==> src/rtl/ser_sym_fir_mac.sv <==
// ser_sym_fir_mac: time-multiplexed symmetric FIR filter.
// One pre-adder, multiplier and accumulator serve the TAPS/2 coefficient pairs.
// Each accepted sample is followed by HALF MAC cycles and a 2-cycle pipeline drain.
// The result is then rounded, saturated and presented as a one-cycle out_valid pulse.
// Optional feature macro: SER_FIR_COEF_RAM_EN. When it is defined, the coefficients are
// runtime-writable while the block is idle. Otherwise they are constants taken from COEF_INIT.
`timescale 1ns/1ps
module ser_sym_fir_mac #(
  parameter int DATA_W = 12,
  parameter int COEF_W = 12,
  parameter int TAPS   = 8,
  parameter int ACC_W  = 27,
  parameter int SHIFT  = 8,
  parameter int OUT_W  = 16,
  parameter logic [(TAPS/2)*COEF_W-1:0] COEF_INIT = {12'd41, 12'd132, 12'd341, 12'd510}
) (
  input  logic                           clk,
  input  logic                           rst_n,
  input  logic                           in_valid,
  output logic                           in_ready,
  input  logic signed [DATA_W-1:0]       in_data,
  input  logic                           coef_we,
  input  logic [$clog2(TAPS/2)-1:0]      coef_addr,
  input  logic signed [COEF_W-1:0]       coef_wdata,
  output logic                           coef_wr_err,
  output logic                           out_valid,
  output logic signed [OUT_W-1:0]        out_data
);

  localparam int HALF = TAPS / 2;
  localparam int AW   = $clog2(HALF);
  localparam int PW   = DATA_W + 1;
  localparam int MW   = PW + COEF_W;
  localparam logic signed [ACC_W:0] RND =
    (SHIFT > 0) ? ((ACC_W+1)'(1) << ((SHIFT > 0) ? SHIFT - 1 : 0)) : (ACC_W+1)'(0);
  localparam logic signed [ACC_W:0] OMAX = (ACC_W+1)'((64'sd1 <<< (OUT_W-1)) - 64'sd1);
  localparam logic signed [ACC_W:0] OMIN = (ACC_W+1)'(-(64'sd1 <<< (OUT_W-1)));

  typedef enum logic [1:0] {S_IDLE, S_MAC, S_DRAIN, S_OUT} state_t;

  // c[k] sits in the MSB-first packed COEF_INIT
  function automatic logic signed [COEF_W-1:0] init_coef(input int k);
    return COEF_INIT[(HALF-1-k)*COEF_W +: COEF_W];
  endfunction

  state_t                     state_q, state_d;
  logic [AW-1:0]              k_q, k_d;
  logic signed [DATA_W-1:0]   x_q [TAPS];
  logic signed [COEF_W-1:0]   c_s [HALF];
  logic                       accept_s;
  logic signed [DATA_W-1:0]   xa_s, xb_s;
  logic signed [COEF_W-1:0]   cm_s;
  logic signed [PW-1:0]       p_q, p_d;
  logic                       pv_q, pf_q;
  logic [AW-1:0]              pk_q;
  logic signed [MW-1:0]       m_q, m_d;
  logic                       mv_q, mf_q;
  logic signed [ACC_W-1:0]    acc_q, acc_d;
  logic signed [ACC_W:0]      rnd_s, shr_s;
  logic signed [OUT_W-1:0]    sat_s;
  logic                       in_ready_q, in_ready_d;
  logic                       out_valid_q, out_valid_d;
  logic signed [OUT_W-1:0]    out_data_q, out_data_d;

  assign accept_s  = in_valid & in_ready_q;
  assign in_ready  = in_ready_q;
  assign out_valid = out_valid_q;
  assign out_data  = out_data_q;

`ifdef SER_FIR_COEF_RAM_EN
  logic signed [COEF_W-1:0] c_q [HALF];
  logic                     wr_ok_s;
  logic                     wr_err_q;

  assign wr_ok_s     = coef_we & (state_q == S_IDLE) & (32'(coef_addr) < 32'(HALF));
  assign coef_wr_err = wr_err_q;

  // Coefficient register file; a write in the accept cycle already feeds that sample
  always_ff @(posedge clk or negedge rst_n) begin
    if (!rst_n) begin
      for (int j = 0; j < HALF; j++) c_q[j] <= init_coef(j);
      wr_err_q <= 1'b0;
    end else begin
      for (int j = 0; j < HALF; j++) begin
        if (wr_ok_s && (32'(coef_addr) == 32'(j))) c_q[j] <= coef_wdata;
      end
      wr_err_q <= coef_we & ~wr_ok_s;
    end
  end

  for (genvar g = 0; g < HALF; g++) begin : g_coef
    assign c_s[g] = c_q[g];
  end
`else
  logic unused_coef_s;

  assign unused_coef_s = ^{coef_we, coef_addr, coef_wdata};
  assign coef_wr_err   = 1'b0;

  for (genvar g = 0; g < HALF; g++) begin : g_coef
    assign c_s[g] = init_coef(g);
  end
`endif

  // Sample delay line, shifted only on an accepted sample
  always_ff @(posedge clk or negedge rst_n) begin
    if (!rst_n) begin
      for (int j = 0; j < TAPS; j++) x_q[j] <= '0;
    end else if (accept_s) begin
      x_q[0] <= in_data;
      for (int j = 1; j < TAPS; j++) x_q[j] <= x_q[j-1];
    end
  end

  // Next-state logic: IDLE -> MAC (HALF cycles) -> DRAIN -> OUT -> IDLE
  always_comb begin
    state_d = state_q;
    k_d     = k_q;
    case (state_q)
      S_IDLE: begin
        if (accept_s) begin
          state_d = S_MAC;
          k_d     = '0;
        end else begin
          state_d = S_IDLE;
        end
      end
      S_MAC: begin
        if (k_q == AW'(HALF-1)) begin
          state_d = S_DRAIN;
          k_d     = '0;
        end else begin
          k_d = k_q + AW'(1);
        end
      end
      // p holds the last pair while pv_q is high; once it has moved on, acc is final next cycle
      S_DRAIN: begin
        if (!pv_q) state_d = S_OUT;
        else       state_d = S_DRAIN;
      end
      S_OUT:   state_d = S_IDLE;
      default: state_d = S_IDLE;
    endcase
  end

  // State and tap-index registers
  always_ff @(posedge clk or negedge rst_n) begin
    if (!rst_n) begin
      state_q <= S_IDLE;
      k_q     <= '0;
    end else begin
      state_q <= state_d;
      k_q     <= k_d;
    end
  end

  // Datapath: symmetric tap-pair select, coefficient select, pre-add, multiply, accumulate
  always_comb begin
    xa_s = '0;
    xb_s = '0;
    cm_s = '0;
    for (int j = 0; j < HALF; j++) begin
      if (k_q == AW'(j)) begin
        xa_s = x_q[j];
        xb_s = x_q[TAPS-1-j];
      end
      if (pk_q == AW'(j)) cm_s = c_s[j];
    end
    p_d = PW'(xa_s) + PW'(xb_s);
    m_d = p_q * cm_s;
    if (mv_q && mf_q)  acc_d = {{(ACC_W-MW){m_q[MW-1]}}, m_q};
    else if (mv_q)     acc_d = acc_q + {{(ACC_W-MW){m_q[MW-1]}}, m_q};
    else               acc_d = acc_q;
  end

  // Pre-add, product and accumulator pipeline with valid/first-product tags
  always_ff @(posedge clk or negedge rst_n) begin
    if (!rst_n) begin
      p_q   <= '0;
      pv_q  <= 1'b0;
      pf_q  <= 1'b0;
      pk_q  <= '0;
      m_q   <= '0;
      mv_q  <= 1'b0;
      mf_q  <= 1'b0;
      acc_q <= '0;
    end else begin
      p_q   <= p_d;
      pv_q  <= (state_q == S_MAC);
      pf_q  <= (state_q == S_MAC) && (k_q == '0);
      pk_q  <= k_q;
      m_q   <= m_d;
      mv_q  <= pv_q;
      mf_q  <= pf_q;
      acc_q <= acc_d;
    end
  end

  // Round half-up, arithmetic shift, saturate to the output range
  always_comb begin
    rnd_s = $signed({acc_q[ACC_W-1], acc_q}) + RND;
    shr_s = rnd_s >>> SHIFT;
    if (shr_s > OMAX)      sat_s = OMAX[OUT_W-1:0];
    else if (shr_s < OMIN) sat_s = OMIN[OUT_W-1:0];
    else                   sat_s = shr_s[OUT_W-1:0];
  end

  // Output and handshake next-state: result and ready both return at the OUT edge
  always_comb begin
    in_ready_d  = in_ready_q;
    out_valid_d = 1'b0;
    out_data_d  = out_data_q;
    if (state_q == S_OUT) begin
      in_ready_d  = 1'b1;
      out_valid_d = 1'b1;
      out_data_d  = sat_s;
    end else if (accept_s) begin
      in_ready_d = 1'b0;
    end else begin
      in_ready_d = in_ready_q;
    end
  end

  // Registered output and handshake flags
  always_ff @(posedge clk or negedge rst_n) begin
    if (!rst_n) begin
      in_ready_q  <= 1'b1;
      out_valid_q <= 1'b0;
      out_data_q  <= '0;
    end else begin
      in_ready_q  <= in_ready_d;
      out_valid_q <= out_valid_d;
      out_data_q  <= out_data_d;
    end
  end

endmodule
==> config.mk <==
export PLATFORM = sky130hd
export DESIGN_NAME = ser_sym_fir_mac
export DESIGN_NICKNAME = d
export VERILOG_FILES = /design/src/rtl/ser_sym_fir_mac.sv
export SDC_FILE = /design/constraint.sdc
export NUM_CORES = 1
export LEC_CHECK = 0
export CAP_MARGIN = 20
export CORE_UTILIZATION = 68
export DETAILED_ROUTE_END_ITERATION = 12
export PLACE_DENSITY = 0.88
export SYNTH_ARGS = -nofsm -noshare
export SYNTH_HDL_FRONTEND = slang
export SYNTH_SLANG_ARGS = --single-unit
export TNS_END_PERCENT = 50
==> constraint.sdc <==
create_clock -name clk -period 14.1 [get_ports clk]
set_clock_uncertainty 0.1 [all_clocks]
set_input_delay 2.82 -clock clk [delete_from_list [all_inputs] [get_ports clk]]
set_output_delay 2.82 -clock clk [all_outputs]
set_load 0.005 [all_outputs]
---- After elaboration in Yosys (flattened, before gate mapping) ----
Index checks and enable logic that the tools add are counted.
word-level totals
  register bits ........................... 189
  output and inout port bits .............. 19
operators by class
  add/sub/neg operators ................... 4
  multiply operators ...................... 1
  $lt $le $gt $ge ......................... 2
  equal/unequal tests ..................... 11
  muxes and demuxes ....................... 26
  bitwise logic cells ..................... 1
  reduce and logical (&&, ||, !) cells .... 9
operators by type and width
  cell                                                                            number
  12-bit two-way mux                                                              11
  27-bit two-way mux                                                              2
  16-bit two-way mux                                                              2
  27-bit by 9-bit adder with 28-bit output, second input constant                 1
  27-bit adder                                                                    1
  13-bit by 12-bit multiplier with 25-bit output                                  1
  20-bit by 16-bit > comparator with 1-bit output, second input constant          1
  20-bit by 16-bit less-than comparator with 1-bit output, second input constant  1
  12-bit by 12-bit adder with 13-bit output                                       1
  2-bit == test, second input constant                                            6
  2-bit case mux with 4 select lines                                              1
  2-bit by 1-bit == test with 1-bit output, second input constant                 3
  2-bit zero test                                                                 3
  2-bit two-way mux                                                               3
  6-bit two-way mux                                                               1
  2-bit nonzero test                                                              3
  1-bit two-way mux                                                               5
  2-bit inequality test, second input constant                                    2
  2-bit case mux with 2 select lines                                              1
  2-bit by 1-bit adder with 2-bit output, second input constant                   1
  1-bit logical AND                                                               2
  2-bit AND reduction                                                             1
  1-bit bitwise AND                                                               1

---- Logic depth before layout (Yosys ltp) ----
  depth in word-level cells ............... 6
  mapped depth ............................ 27
  depth with buffers taken out ............ 24

---- Worst setup path after synthesis ----
No wires, ideal clock.
  path kind ............................... reg2reg
  start point ............................. register pk_q[0]
  end point ............................... register m_q[21]
  data arrival time ....................... 6.321 ns
  data required time ...................... 13.920 ns
  path slack .............................. 7.599 ns
  stages on the path, launching flop included .. 26
  path buffers ............................ 4
  clock period less this slack ............ 6.501 ns
  path through ............................ dfrtp_1 clkbuf_1 inv_1 clkbuf_1 ha_1 or2_2 clkbuf_1 clkbuf_1 nand2_1 fa_1 fa_1 inv_1 fa_1 fa_1 inv_1 fa_1 inv_1 ha_1 and2_4 and3_1 a2111oi_4 o31ai_1 or4_1 a31o_1 a21oi_2 xnor2_1
between the ends
  cells in the longest elaborated chain, start to end .. 6
  elaborated cells on any way between the ends .. 9
  those cells by class .................... 1 x mul; 3 x eq/ne; 4 x mux; 1 x reduce/logical
ends and longest elaborated chain
  element                                             line  RTL
  start, declared                                     55    logic [AW-1:0] pk_q;
  start signal, assigned                              191   pk_q <= k_q;
  2-bit zero test                                     167   if (pk_q == AW'(j)) cm_s = c_s[j];
  6-bit two-way mux                                   167
  12-bit two-way mux (2 in series)                    167
  12-bit two-way mux (*)                              167
  13-bit by 12-bit multiplier with 25-bit output (*)  170   m_d = p_q * cm_s;
  named net m_d[21]                                   56    logic signed [MW-1:0] m_q, m_d;
  end signal, assigned                                192   m_q <= m_d;
  end, declared                                       56
Mark *: on every way through the listed nets, which the timed path passes. The rest lies on a longest branch.
A chain may end at the register's enable or synchronous reset.

---- Worst setup path after layout ----
Same ends and word-level chain as after synthesis.

==> impl_metrics.json <==
{
  "antenna_cells": 0,
  "grt_max_degree": 116,
  "final_max_slew_viol_count": 0,
  "final_util_pct": 75.5,
  "final_common_cell": "dfrtp_1",
  "grt_use_total_pct": 27.6,
  "yosys_warnings": 0,
  "post-route-period-util_pct": 51.0,
  "avgSynthCellArea_um2": 9.92,
  "vias": 10012,
  "syn_area_um2": 14200,
  "synth_edf_count": 0,
  "reg2reg_from": "pk_q[0]",
  "dieArea_um2": 21400,
  "grt_pass1_vias": 10486,
  "cts.sinks": 189,
  "crit_arrival_ps": 7470,
  "route.detailed.drc": 0,
  "htree_levels": 4,
  "syn_inst": 1430,
  "drt_pass1_iterations": 5,
  "maxCapViolations": 0,
  "ys_types": 75,
  "clock-root-buffer": "clkbuf_16",
  "antenna_left": 0,
  "routed_wl_um": 28100,
  "yosysTopAreaCellShare_pct": 33.2,
  "synth_ff_type": "dfrtp_1",
  "grt_first_pass_wirelength_um": 47700,
  "cts_buffers": 17,
  "syn-num-nets": 1665,
  "min_from": "pf_q",
  "synth_top_cells_by_area": "dfrtp_1, fa_1, ha_1",
  "dieWidth_um": 146,
  "final_cell_mix": "dfrtp_1, inv_1, ha_1",
  "multi_input_area_um2": 8570,
  "r2r-end": "m_q[21]",
  "detail_route.wl_per_cell_um": 16.3,
  "final_nets": 1671,
  "worstSetupEndpointType": "flip-flop",
  "critPathLaunchType": "flip-flop",
  "crit_type": "flip-flop to flip-flop",
  "viasPerCell": 5.82,
  "holdPathStages": 0,
  "worst_ep_required_time_ps": 14380,
  "globalplace.congestion": 0.900,
  "r2r_cells": 23,
  "setup_viol": 0,
  "reg2reg_slack_ps": 6900,
  "ys_seq_elements": 189,
  "fmax_mhz": 139,
  "dpl.hpwl_um": 20100,
  "rows": 52,
  "clk_latency_ps": 460,
  "async_reset_ff_share_pct": 100,
  "drive_gt1_share_pct": 11.4,
  "hold_viol_final": 0,
  "path_clk_slew_ps": 80,
  "layout_min_cycle_time_ps": 7200,
  "yosysSeqAreaShare_pct": 33.4,
  "die_h_um": 146,
  "worstMarginPinSlew_ps": 939,
  "rsz0062_at_grt": "no",
  "clockBufferDepth": 2,
  "synth_area_leader_cell": "dfrtp_1",
  "grt_overflow_total": 0,
  "outcome": "completed",
  "antenna_found_initial": 0,
  "initial_utilization_pct": 69.6,
  "ios": 49,
  "io_buffers": 32,
  "cts_tree": "done",
  "crit_path_max_fanout": 21,
  "setup_tns_ps": 0,
  "hold_end": "mf_q",
  "area_growth_pct": 8.42,
  "post_cts_buffers": 0,
  "core_area_um2": 20400,
  "regArea_um2": 4730,
  "slew_headroom_pct": 37.4,
  "fillerInstances": 1317,
  "ctsHoldBuffers": 0,
  "hold_class": "flip-flop to flip-flop",
  "drtIter0Drc": 357,
  "cts_resized": 0
}
cells by family after synthesis:
group                    count (synthesis)  share of synthesized area (%)
AO/OA/AOI/OAI                          282                           13.0
XOR/XNOR                                76                           4.69
adder cells (fa/ha/maj)                205                           22.8
buffers and inverters                  232                           6.25
flip-flops                             189                           33.4
multiplexers                           108                           8.50
other                                    1                         0.0264
AND/OR/NAND/NOR                        337                           11.4
flip-flops by register name, summed over array words and instances, names as in the netlist:
name / flops
out_valid: 1
pf_q: 1
acc_q: 27
x_q: 96
in_ready: 1
m_q: 25
mf_q: 1
out_data: 16
mv_q: 1
pk_q: 2
p_q: 13
pv_q: 1
state_q: 2
k_q: 2
worst max-delay path by stage:
stage / cells after the start / endpoint / startpoint / slack (ps)
2_1_floorplan: 25 / m_q[21] / pk_q[0] / 7600
3_3_place_gp: 23 / m_q[21] / pk_q[0] / 7090
3_5_place_dp: 23 / m_q[21] / pk_q[0] / 6960
4_1_cts: 23 / m_q[21] / pk_q[0] / 6930
5_1_grt: 23 / m_q[21] / pk_q[0] / 6560
6_report: 23 / m_q[21] / pk_q[0] / 6900
area by class of cell:
| class | count | area share, % |
|---|---|---|
| Timing Repair Buffer | 42 | 2.73 |
| Multi-Input combinational cell | 1009 | 55.7 |
| Clock buffer | 17 | 2.77 |
| Inverter | 177 | 4.32 |
| Tap cell | 270 | 2.20 |
| Sequential cell | 189 | 30.8 |
| Clock inverter | 15 | 1.46 |
Yosys cell counts, types with 2 or more instances:
| master | instances |
|---|---|
| a211oi_1 | 5 |
| a211oi_2 | 2 |
| a21o_1 | 23 |
| a21oi_1 | 99 |
| a22oi_1 | 24 |
| a31o_2 | 3 |
| a31oi_1 | 11 |
| a41o_1 | 2 |
| and2_1 | 13 |
| and3_1 | 8 |
| and4_1 | 4 |
| buf_1 | 12 |
| buf_2 | 3 |
| clkbuf_1 | 38 |
| dfrtp_1 | 188 |
| fa_1 | 89 |
| ha_1 | 116 |
| inv_1 | 177 |
| mux2_2 | 99 |
| mux2i_1 | 9 |
| nand2_1 | 110 |
| nand2b_1 | 25 |
| nand3_1 | 18 |
| nand3b_1 | 2 |
| nand4_1 | 6 |
| nand4b_1 | 2 |
| nor2_1 | 92 |
| nor2b_1 | 30 |
| nor3_1 | 8 |
| nor3b_1 | 2 |
| o211ai_1 | 3 |
| o21a_1 | 5 |
| o21ai_0 | 52 |
| o21ai_1 | 3 |
| o21bai_1 | 8 |
| o22a_1 | 14 |
| o31a_1 | 3 |
| o31ai_1 | 4 |
| or2_2 | 3 |
| or3_1 | 5 |
| or4b_2 | 2 |
| xnor2_1 | 41 |
| xor2_1 | 35 |
per-layer routing:
metal / wire [um] / GRT usage (%) / vias to the layer above
met1: 11900 / 32.5 / 4930
met3: 817 / 3.88 / 58
met4: 666 / 12.3 / 0
met5: 0 / 0 / -
li1: - / - / 4821
met2: 14700 / 50.2 / 203
worst max-delay path, stage by stage, from the launching register on:
cell and delay, ps:
dfrtp_1 830, inv_1 400, ha_1 310, or2_2 430, nand2_1 240, xor2_1 210, ha_1 190, a31oi_1 60
fa_1 580, inv_1 40, ha_1 310, fa_1 540, inv_1 50, fa_1 530, inv_1 40, ha_1 340
and2_4 180, and3_1 210, a2111oi_4 420, o31ai_1 170, or4_1 440, a31o_1 240, a21oi_2 150, xnor2_1 120
stage by stage:
| stage | setup WS [ps] | area (um2) | hold slack (ps) | std cells |
|---|---|---|---|---|
| after global routing | 6560 | 15400 | 268 | 1719 |
| after global placement | 7090 | 14700 | 233 | 1686 |
| after floorplan | 7600 | 14200 | 231 | 1430 |
| after detailed placement | 6960 | 14700 | 241 | 1686 |
| final | 6900 | 15400 | 264 | 1719 |
| after CTS | 6930 | 15300 | 260 | 1718 |
Power is not shown: default switching activity piles up to over one toggle a cycle in this logic, so the estimate is an artifact.
